File: config.mk
export PLATFORM = sky130hd
export DESIGN_NAME = debounce_bank
export DESIGN_NICKNAME = d
export VERILOG_FILES = /design/src/rtl/debounce_pkg.sv /design/src/rtl/debounce_channel.sv /design/src/rtl/debounce_bank.sv
export SDC_FILE = /design/constraint.sdc
export NUM_CORES = 1
export LEC_CHECK = 0
export BUFFER_PORTS_ARGS = -buffer_cell sky130_fd_sc_hd__buf_2
export CAP_MARGIN = 15
export CORE_MARGIN = 2
export CORE_UTILIZATION = 50
export DETAILED_ROUTE_END_ITERATION = 10
export HOLD_SLACK_MARGIN = 0.05
export PLACE_DENSITY_LB_ADDON = 0.12
export RECOVER_POWER = 100
export SLEW_MARGIN = 25
export SYNTH_ARGS = -nofsm -noshare
export SYNTH_HDL_FRONTEND = slang
export SYNTH_SLANG_ARGS = --single-unit
File: constraint.sdc
create_clock -name Clk -period 2.6 [get_ports Clk]
set_clock_uncertainty 0.2 [all_clocks]
set_input_delay 0.26 -clock Clk [delete_from_list [all_inputs] [get_ports Clk]]
set_output_delay 0.26 -clock Clk [all_outputs]
set_load 0.005 [all_outputs]
File: src/rtl/debounce_pkg.sv
// Shared widths, repeat-phase encoding and 50 MHz timing defaults
// for the push-button debounce bank.
package debounce_pkg;

  localparam int DEB_20MS_50MHZ = 1_000_000;
  localparam int REP_DELAY_500MS_50MHZ = 25_000_000;
  localparam int REP_PERIOD_100MS_50MHZ = 5_000_000;

  typedef enum logic [1:0] {
    REP_IDLE   = 2'd0,
    REP_DELAY  = 2'd1,
    REP_PERIOD = 2'd2
  } rep_phase_e;

  function automatic int cnt_w(
    input int a,
    input int b,
    input int c
  );
    int m;
    m = a;
    if (b > m) m = b;
    if (c > m) m = c;
    return $clog2(m + 1);
  endfunction

endpackage

File: src/rtl/debounce_channel.sv
// One button channel: 2-flop sync, stable-time filter,
// press/release pulses and auto-repeat of press while held.
module debounce_channel
  import debounce_pkg::*;
#(
  parameter int DEBOUNCE_CYCLES = DEB_20MS_50MHZ,
  parameter int REPEAT_DELAY    = 0,
  parameter int REPEAT_PERIOD   = REP_PERIOD_100MS_50MHZ
) (
  input  logic clk_i,
  input  logic rst_ni,
  input  logic btn_i,
  output logic state_o,
  output logic press_o,
  output logic release_o
);

  localparam int CNT_W =
    cnt_w(DEBOUNCE_CYCLES, REPEAT_DELAY, REPEAT_PERIOD);
  localparam bit REP_EN = (REPEAT_DELAY > 0);

  localparam logic [CNT_W-1:0] DEB_TERM =
    CNT_W'(DEBOUNCE_CYCLES - 1);
  localparam logic [CNT_W-1:0] DLY_TERM =
    CNT_W'(REP_EN ? REPEAT_DELAY - 1 : 0);
  localparam logic [CNT_W-1:0] PER_TERM =
    CNT_W'((REPEAT_PERIOD > 0) ? REPEAT_PERIOD - 1 : 0);

  logic             sync1_q;
  logic             sync2_q;
  logic             state_q;
  logic             state_d;
  logic [CNT_W-1:0] cnt_q;
  logic [CNT_W-1:0] cnt_d;
  logic [CNT_W-1:0] rep_cnt_q;
  rep_phase_e       phase_q;
  logic             press_q;
  logic             rel_q;
  logic             rise;
  logic             fall;

  always_comb begin
    state_d = state_q;
    cnt_d   = '0;
    if (sync2_q != state_q) begin
      if (cnt_q == DEB_TERM) begin
        state_d = ~state_q;
      end else begin
        cnt_d = cnt_q + 1'b1;
      end
    end
  end

  assign rise = state_d & ~state_q;
  assign fall = ~state_d & state_q;

  always_ff @(posedge clk_i or negedge rst_ni) begin
    if (!rst_ni) begin
      sync1_q   <= 1'b0;
      sync2_q   <= 1'b0;
      state_q   <= 1'b0;
      cnt_q     <= '0;
      rep_cnt_q <= '0;
      phase_q   <= REP_IDLE;
      press_q   <= 1'b0;
      rel_q     <= 1'b0;
    end else begin
      sync1_q <= btn_i;
      sync2_q <= sync1_q;
      state_q <= state_d;
      cnt_q   <= cnt_d;
      press_q <= rise;
      rel_q   <= fall;
      // release wins over any repeat due on the same edge
      if (fall || !REP_EN) begin
        phase_q   <= REP_IDLE;
        rep_cnt_q <= '0;
      end else if (rise) begin
        phase_q   <= REP_DELAY;
        rep_cnt_q <= '0;
      end else begin
        unique case (phase_q)
          REP_DELAY: begin
            if (rep_cnt_q == DLY_TERM) begin
              press_q   <= 1'b1;
              phase_q   <= REP_PERIOD;
              rep_cnt_q <= '0;
            end else begin
              rep_cnt_q <= rep_cnt_q + 1'b1;
            end
          end
          REP_PERIOD: begin
            if (rep_cnt_q == PER_TERM) begin
              press_q   <= 1'b1;
              rep_cnt_q <= '0;
            end else begin
              rep_cnt_q <= rep_cnt_q + 1'b1;
            end
          end
          default: begin
            phase_q   <= REP_IDLE;
            rep_cnt_q <= '0;
          end
        endcase
      end
    end
  end

  assign state_o   = state_q;
  assign press_o   = press_q;
  assign release_o = rel_q;

endmodule

File: src/rtl/debounce_bank.sv
// Bank of independent debounced button channels with optional
// pull-up inversion ahead of the synchronisers.
module debounce_bank
  import debounce_pkg::*;
#(
  parameter int CHANNELS        = 4,
  parameter int DEBOUNCE_CYCLES = DEB_20MS_50MHZ,
  parameter int ACTIVE_LOW      = 0,
  parameter int REPEAT_DELAY    = 0,
  parameter int REPEAT_PERIOD   = REP_PERIOD_100MS_50MHZ
) (
  input  logic                Clk,
  input  logic                nReset,
  input  logic [CHANNELS-1:0] Button,
  output logic [CHANNELS-1:0] State,
  output logic [CHANNELS-1:0] Press,
  output logic [CHANNELS-1:0] Release
);

  logic [CHANNELS-1:0] btn;

  assign btn = Button ^ {CHANNELS{ACTIVE_LOW != 0}};

  for (genvar g = 0; g < CHANNELS; g++) begin : gen_ch
    debounce_channel #(
      .DEBOUNCE_CYCLES(DEBOUNCE_CYCLES),
      .REPEAT_DELAY   (REPEAT_DELAY),
      .REPEAT_PERIOD  (REPEAT_PERIOD)
    ) u_ch (
      .clk_i    (Clk),
      .rst_ni   (nReset),
      .btn_i    (btn[g]),
      .state_o  (State[g]),
      .press_o  (Press[g]),
      .release_o(Release[g])
    );
  end

endmodule

==> results of run 1 <==
==> metal layers <==
metal / share of wire / up-vias / wire, µm / track usage
met5: 0 / - / 0 / 0
met4: 0.012 / 0 / 127 / 0.07051
met3: 0.030 / 13 / 309 / 0.04842
met2: 0.46 / 42 / 4719 / 0.3004
met1: 0.50 / 1980 / 5111 / 0.2641
li1: - / 2016 / - / -
==> worst max-delay path: stages (launching register included) <==
cell and delay (ns):
dfrtp_1 0.46, ha_1 0.30, nand2_1 0.13, or4_1 0.54, o21ai_1 0.35, clkbuf_2 0.27, nor2_1 0.07
==> flip-flops by register name (all words and copies together) (netlist names) <==
name / cells
gen_ch.u_ch.cnt_q: 92
gen_ch.u_ch.press_o: 4
gen_ch.u_ch.release_o: 4
gen_ch.u_ch.state_o: 4
gen_ch.u_ch.sync1_q: 4
gen_ch.u_ch.sync2_q: 4
==> cell families (layout without fill, tap and decap cells) <==
| family | Yosys count | count (layout) | share of synthesized area |
|---|---|---|---|
| xor+xnor | 52 | 52 | 0.08297 |
| mux | 4 | 4 | 0.008205 |
| buf+inv | 40 | 58 | 0.03989 |
| fa+ha+maj | 4 | 4 | 0.009118 |
| flops | 112 | 112 | 0.5106 |
| simple gates | 262 | 262 | 0.2676 |
| compound gates | 76 | 76 | 0.08160 |
==> power breakdown <==
| group | switching, W | total (W) | leakage (nW) | internal (W) |
|---|---|---|---|---|
| Sequential | 0.0000253 | 0.00179 | 1.54 | 0.00176 |
| Combinational | 0.0000729 | 0.000105 | 0.648 | 0.0000319 |
| Clock | 0.000604 | 0.00105 | 0.0916 | 0.000445 |
| Total | 0.000702 | 0.00294 | 2.28 | 0.00224 |
==> worst max-delay path by stage <==
stage / endpoint / depth (start not counted) / slack [ns] / startpoint
finish: gen_ch[2].u_ch.cnt_q[15] / 6 / 0.17 / gen_ch[2].u_ch.cnt_q[0]
global route: gen_ch[2].u_ch.cnt_q[13] / 6 / 0.03 / gen_ch[2].u_ch.cnt_q[0]
CTS: gen_ch[2].u_ch.cnt_q[0] / 6 / 0.21 / gen_ch[2].u_ch.cnt_q[0]
detailed placement: gen_ch[2].u_ch.cnt_q[0] / 6 / 0.25 / gen_ch[2].u_ch.cnt_q[0]
global placement: gen_ch[2].u_ch.cnt_q[14] / 6 / 0.35 / gen_ch[2].u_ch.cnt_q[0]
floorplan: gen_ch[2].u_ch.state_o / 5 / 0.47 / gen_ch[2].u_ch.cnt_q[0]
==> cell type report <==
cell class	count	area, µm²
inverter	10	37.54
tap	140	175.2
multi-input combinational	398	2465
sequential	112	2803
clock buffer	9	123.9
timing repair buffer	32	183.9
fill	965	4933
clock inverter	7	71.32
==> synth_stat cells, drive strengths merged <==
library cell    n
a21o            1
nor4b           4
o41ai           1
nor2           57
mux2            4
nand3b          1
buf            19
nor3b           8
and2            1
and3           13
ha              4
nor3           13
o21ai          17
clkbuf         11
a31o            1
nor4           17
inv            10
xnor2          31
nand3          42
or2             4
dfrtp         112
o31ai          20
and4            9
nand4          23
a21oi          36
nand2          27
nor2b           2
or4            23
or3            18
xor2           21
==> stage by stage <==
step / power, W / hold WS (ns) / instance area (µm²) / setup slack [ns]
6_report: 0.002941 / 0.1552 / 5859 / 0.1676
5_1_grt: 0.003068 / 0.1726 / 5859 / 0.03469
4_1_cts: 0.002995 / 0.1533 / 5908 / 0.2094
3_5_place_dp: 0.001930 / 0.03156 / 5663 / 0.2494
3_3_place_gp: 0.001927 / 0.03093 / 5663 / 0.3526
2_1_floorplan: 0.001860 / -0.2356 / 5489 / 0.4678
==> cells in the final DEF (no fill, tap or decap), drive strengths merged, types with 2 or more instances in the layout <==
| cell type | count |
|---|---|
| clkinvlp | 3 |
| o21ai | 17 |
| dlygate4sd3 | 5 |
| or2 | 4 |
| a21oi | 36 |
| buf | 12 |
| xor2 | 21 |
| mux2 | 4 |
| inv | 11 |
| nor2b | 2 |
| and4 | 9 |
| or4 | 23 |
| dfrtp | 112 |
| nor3b | 8 |
| nor4b | 4 |
| nand2 | 27 |
| nor3 | 13 |
| or3 | 18 |
| clkbuf | 24 |
| o31ai | 20 |
| nand4 | 23 |
| nand3 | 42 |
| ha | 4 |
| nor2 | 57 |
| nor4 | 17 |
| clkinv | 2 |
| xnor2 | 31 |
| and3 | 13 |
==> key figures, run 1 <==
Outcome
  • Status: complete, no violations

Clock network
  • Clock Path Buffers: 2
  • CTS tree: built
  • H-tree levels: 3
  • Post-CTS resize count: 0
  • Clock buffers created by TritonCTS: 9
  • Clk slew on worst S/H paths: 0.10 ns
  • Post-CTS setup buffer count: 0
  • Clock Latency Late Sink: 0.39 ns
  • CTS Root Cell: clkbuf_8
  • Cts-stage hold buffer count: 5
  • Clk sink count: about 110

Final layout
  • Layout Area Growth over Synthesis: 6.747%
  • Finished Layout Cells: between 700 and 800
  • Fin util: 0.5429
  • Share of layout cells above drive strength 1: 0.09155
  • Post-layout net count: 573
  • N_diodes: 0

Global route
  • First-pass GRT wire length: 18,170 µm
  • Vias in the first global route: 3,941
  • Remaining global-route overflow: 0
  • Initial antenna violation count: 0
  • Largest net degree at the start of global routing: 60
  • Tot GR Track Use: 0.1936

Die
  • Io pins: 18
  • Core ar.: ~11,000 µm²
  • Row count: 38
  • Initial Util: 0.5086
  • Die height: 108.8 µm
  • Die ar.: 11,830 µm²
  • Chip width: 108.8 µm

Setup path
  • R2r setup slk: about 0.17 ns
  • Crit Reg-Reg Endpoint: gen_ch[2].u_ch.cnt_q[15]
  • CP required: approximately 2.7 ns
  • R2r worst-path depth: 6
  • CP endpoint kind: register
  • Crit Path Max Fanout: 9
  • Worst reg2reg startpoint: gen_ch[2].u_ch.cnt_q[0]
  • Critical Path Source Type: register
  • Critical path class: reg2reg
  • Crit path arrival time: 2.51 ns

Detailed routing
  • Total routed wirelength: ~10,000 µm
  • 1st-pass router iterations: 5
  • Iteration-0 DRC count of the detailed router: 220
  • Via-per-instance ratio: 5.722
  • DRT antenna net count: 0
  • Routed WL per cell: 14.50 µm
  • DRC: 0
  • Via count: between 4,000 and 5,000

STA
  • Least-Margin Pin Slew: 0.7822 ns
  • Final setup vio count: 0
  • Final hold violation count: 0
  • Max_slew headroom: 0.4786
  • Tcrit/Tclk final: 0.9356
  • TNS Setup: 0 ns
  • RSZ-0062 raised after global routing: false
  • Maximum clock rate: 0.4111 GHz
  • Min Tclk post-route: ~2.4 ns
  • Slew Viols, Final: 0

Synthesis
  • Ys Warns: 0
  • Synth Register Bits: 112
  • Register area share after synthesis: 0.5106
  • Post-synthesis cell area: 5489 µm²
  • Synth unique cells: 40
  • Top-area cell type share of the netlist area: 0.5106
  • Syn Nets: 560
  • Post-synth top area cell: dfrtp_1
  • Synth Instances: 550
  • Avg Cell Area, Syn: ~10 µm²
  • Area contributors post-synth: dfrtp_1, xnor2_1, nor2_1

Pwr
  • Power per cell area: roughly 500 nW/µm²
  • Maximum vdd drop: 0.0004479 V
  • Leak: 2.277 nW

Placement
  • Placed cells: around 690
  • Port bufs: 17
  • Hpwl dp: 6934 µm
  • Gpl congestion: 0.8643

Hold path
  • Hold Crit Start: gen_ch[2].u_ch.sync1_q
  • Hold worst-path end: gen_ch[2].u_ch.sync2_q
  • Hold crit path type: reg2reg
  • Hold path cells: 0

Job
  • Max_cap viols: 0
Note: power is estimated with default switching activity, not from simulation.
==> run 2, diff against run 1 <==
--- a/config.mk
+++ b/config.mk
@@ -5,6 +5,7 @@
 export SDC_FILE = /design/constraint.sdc
 export NUM_CORES = 1
 export LEC_CHECK = 0
+export ABC_AREA = 1
 export BUFFER_PORTS_ARGS = -buffer_cell sky130_fd_sc_hd__buf_2
 export CAP_MARGIN = 15
 export CORE_MARGIN = 2
@@ -13,6 +14,7 @@
 export HOLD_SLACK_MARGIN = 0.05
 export PLACE_DENSITY_LB_ADDON = 0.12
 export RECOVER_POWER = 100
+export SETUP_SLACK_MARGIN = 0.5
 export SLEW_MARGIN = 25
 export SYNTH_ARGS = -nofsm -noshare
 export SYNTH_HDL_FRONTEND = slang
==> run 2 against run 1 <==
- global-route usage grew 2.4 points
- critical path type unchanged
- power grew 14%
- sequential share of layout area shrank 8.0 points
==> key figures, run 2 <==
Detailed routing
  • Max Used Layer: met4 (unchanged)
  • DRT antenna net count: 0 (unchanged)
  • Metal3 WL: 596 µm (was 309 µm)
  • Metal2 WL: 6664 µm (was 4719 µm)
  • Via-per-instance ratio: 5.101 (was 5.722)
  • Via count: 5,601 (was 4,051)
  • Routed WL per cell: 12.84 µm (was 14.50 µm)
  • Iteration-0 DRC count of the detailed router: 555 (was 220)
  • Wl on met1: 6632 µm (was 5111 µm)
  • DRC: 0 (unchanged)
  • Total routed wirelength: 14,100 µm (was 10,270 µm)
  • 1st-pass router iterations: 7 (was 5)

STA
  • Hold slack: 0.1514 ns (was 0.1552 ns)
  • Slew Viols, Final: 0 (unchanged)
  • Max_slew headroom: 0.1745 (was 0.4786)
  • TNS Setup: 0 ns (unchanged)
  • Final worst slack: 0.4548 ns (was 0.1676 ns)
  • RSZ-0062 raised after global routing: false (unchanged)
  • Final hold violation count: 0 (unchanged)
  • Final setup vio count: 0 (unchanged)
  • Maximum clock rate: 0.4662 GHz (was 0.4111 GHz)
  • Tcrit/Tclk final: 0.8251 (was 0.9356)
  • Min Tclk post-route: 2.145 ns (was 2.432 ns)
  • Least-Margin Pin Slew: 1.238 ns (was 0.7822 ns)

Setup path
  • Crit Path Max Fanout: 14 (was 9)
  • Critical path class: reg2reg (unchanged)
  • Worst reg2reg startpoint: gen_ch[0].u_ch.state_o (was gen_ch[2].u_ch.cnt_q[0])
  • CP startpoint: gen_ch[0].u_ch.state_o (was gen_ch[2].u_ch.cnt_q[0])
  • Critical Path Source Type: register (unchanged)
  • CP required: 2.65 ns (was 2.68 ns)
  • Crit path arrival time: 2.20 ns (was 2.51 ns)
  • CP endpoint kind: register (unchanged)
  • R2r worst-path depth: 5 (was 6)
  • R2r setup slk: 0.45 ns (was 0.17 ns)

Synthesis
  • Synth Register Bits: 112 (unchanged)
  • Post-synthesis cell area: 6573 µm² (was 5489 µm²)
  • Avg Cell Area, Syn: 7.262 µm² (was 9.980 µm²)
  • Syn Nets: 915 (was 560)
  • Synth Instances: 905 (was 550)
  • Top cells by count, synth: nor2_1, nand2_1, dfrtp_1 (was dfrtp_1, nor2_1, nand3_1)
  • Post-synth top area cell: dfrtp_1 (unchanged)
  • Synth unique cells: 25 (was 40)
  • Area contributors post-synth: dfrtp_1, nor2_1, nand2_1 (was dfrtp_1, xnor2_1, nor2_1)
  • Ys Warns: 0 (unchanged)
  • EDFF count, synth: 0 (unchanged)
  • Main synth FF type: dfrtp_1 (unchanged)
  • Top-area cell type share of the netlist area: 0.4264 (was 0.5106)
  • Asr flop ratio synth: 1.000 (unchanged)
  • Register area share after synthesis: 0.4264 (was 0.5106)
  • Top-count cell post-synth: nor2_1 (was dfrtp_1)

Hold path
  • Hold path cells: 0 (unchanged)
  • Hold Crit Start: gen_ch[2].u_ch.sync1_q (unchanged)
  • Hold crit path type: reg2reg (unchanged)

Global route
  • First-pass GRT wire length: 25,030 µm (was 18,170 µm)
  • Remaining global-route overflow: 0 (unchanged)
  • Vias in the first global route: 5,389 (was 3,941)
  • Tot GR Track Use: 0.2175 (was 0.1936)
  • Initial antenna violation count: 0 (unchanged)
  • Largest net degree at the start of global routing: 50 (was 60)

Pwr
  • Maximum vdd drop: 0.0004134 V (was 0.0004479 V)
  • Power per cell area: 478.0 nW/µm² (was 502.0 nW/µm²)
  • Clock share of power: 0.435 (was 0.357)
  • Leak: 3.075 nW (was 2.277 nW)
  • Psw: 0.0007958 W (was 0.0007023 W)
  • Pint: 0.002566 W (was 0.002239 W)
  • Seq pwr share: 0.529 (was 0.608)
  • Sw frac: 0.2367 (was 0.2388)
  • Tot Pwr: 0.003362 W (was 0.002941 W)
  • Combinational share of power: 0.036 (about the same)

Clock network
  • Post-CTS setup buffer count: 0 (unchanged)
  • Clock Latency Late Sink: 0.36 ns (was 0.39 ns)
  • Clock buffers created by TritonCTS: 9 (unchanged)
  • Clk slew on worst S/H paths: 0.07 ns (was 0.10 ns)
  • CTS Root Cell: clkbuf_16 (was clkbuf_8)
  • Clk sink count: 112 (unchanged)
  • CTS tree: built (unchanged)
  • H-tree levels: 3 (unchanged)
  • Clock Path Buffers: 2 (unchanged)

Final layout
  • Layout Area Growth over Synthesis: 7.006% (was 6.747%)
  • N_diodes: 0 (unchanged)
  • Max FFs per register: 92 (unchanged)
  • Most frequent cells in the layout: nor2_1, nand2_1, dfrtp_1, inv_1, nand3_1 (was dfrtp_1, nor2_1, nand3_1, a21oi_1, xnor2_1)
  • Largest Register: gen_ch.u_ch.cnt_q (unchanged)
  • Post-layout net count: 931 (was 573)
  • Share of layout cells above drive strength 1: 0.07775 (was 0.09155)
  • Commonest non-fill, non-tap cell in the layout: nor2_1 (was dfrtp_1)
  • Fin util: 0.5528 (was 0.5429)

Die
  • Initial Util: 0.5166 (was 0.5086)
  • Io pins: 18 (unchanged)
  • Core ar.: 12,720 µm² (was 10,790 µm²)
  • Die ar.: 14,080 µm² (was 11,830 µm²)
  • Row count: 41 (was 38)
  • Die height: 118.7 µm (was 108.8 µm)
  • Chip width: 118.7 µm (was 108.8 µm)

Placement
  • Hpwl dp: 10,720 µm (was 6934 µm)
  • Port bufs: 17 (unchanged)
  • Gpl congestion: 0.9211 (was 0.8643)
  • DP Worst Slack: 0.7962 ns (was 0.2494 ns)

Outcome
  • Status: complete, no violations (unchanged)

Job
  • Max_cap viols: 0 (unchanged)
-- run 2: changes by cell type after synthesis, moves of 17 or more --
cell,previous run,this run
nand2_1,27,192
inv_1,10,98
nand2_2,0,21
nor4_1,17,0
or4_1,19,0
xnor2_1,31,14
nand3_1,40,83
o31ai_1,20,0
nor2_2,0,22
nor2_1,57,218
-- run 2: path summary, 6_finish.rpt --
check | to
worst max register to register | gen_ch[0].u_ch.cnt_q[14]
max in group asynchronous | gen_ch[2].u_ch.release_o
worst min register to register | gen_ch[2].u_ch.sync2_q
worst max-delay path | gen_ch[0].u_ch.cnt_q[14]
worst min-delay path | gen_ch[2].u_ch.sync2_q
min in group asynchronous | gen_ch[3].u_ch.cnt_q[22]
-- run 2: worst max-delay path, stage by stage, from the launching register on --
cell and delay [ns]:
dfrtp_1 0.46, xnor2_1 0.18, clkbuf_1 0.62, inv_1 0.28, nand2_2 0.22, nor2_1 0.07
-- run 2: final cells by class --
| class | count | area [µm²] |
|---|---|---|
| clock inverter | 7 | 86.33 |
| multi-input combinational | 671 | 3158 |
| clock buffer | 9 | 225.2 |
| timing repair buffer | 26 | 166.4 |
| inverter | 101 | 379.1 |
| fill | 1286 | 5689 |
| tap | 172 | 215.2 |
| sequential | 112 | 2803 |
-- run 2: timing repair --
item | CTS | global route
gates resized for setup | 0 | 0
hold endpoints to repair | 50 | 0
hold buffers | 5 | 0
-- run 2: per-layer routing --
layer / vias to the layer above / GRT usage
met5: - / 0
met4: 0 / 0.06548
met3: 19 / 0.04730
met2: 120 / 0.3534
met1: 2622 / 0.2915
li1: 2840 / -
-- run 2: kinds of logic (layout without fill, tap and decap cells) --
group	Yosys count	in the layout	synth area share
compound gates	28	28	0.02208
xor+xnor	37	37	0.04931
fa+ha+maj	4	4	0.007615
buf+inv	122	143	0.07938
flops	112	112	0.4264
simple gates	602	602	0.4152
-- run 2: power by group through the flow --
stage | clock (W) | combinational, W | sequential [W]
2_1_floorplan | 0 | 0.0000595 | 0.00181
3_3_place_gp | 0 | 0.000118 | 0.00181
3_5_place_dp | 0 | 0.000123 | 0.00181
4_1_cts | 0.00151 | 0.000129 | 0.00178
5_1_grt | 0.00159 | 0.000142 | 0.00178
6_report | 0.00146 | 0.000122 | 0.00178
-- run 2: per-stage QoR --
step                      cell area (µm²)  cells
after floorplan                      6573    905
after global placement               6775   1077
after detailed placement             6775   1077
after CTS                            7137   1098
after global routing                 7033   1098
final                                7033   1098
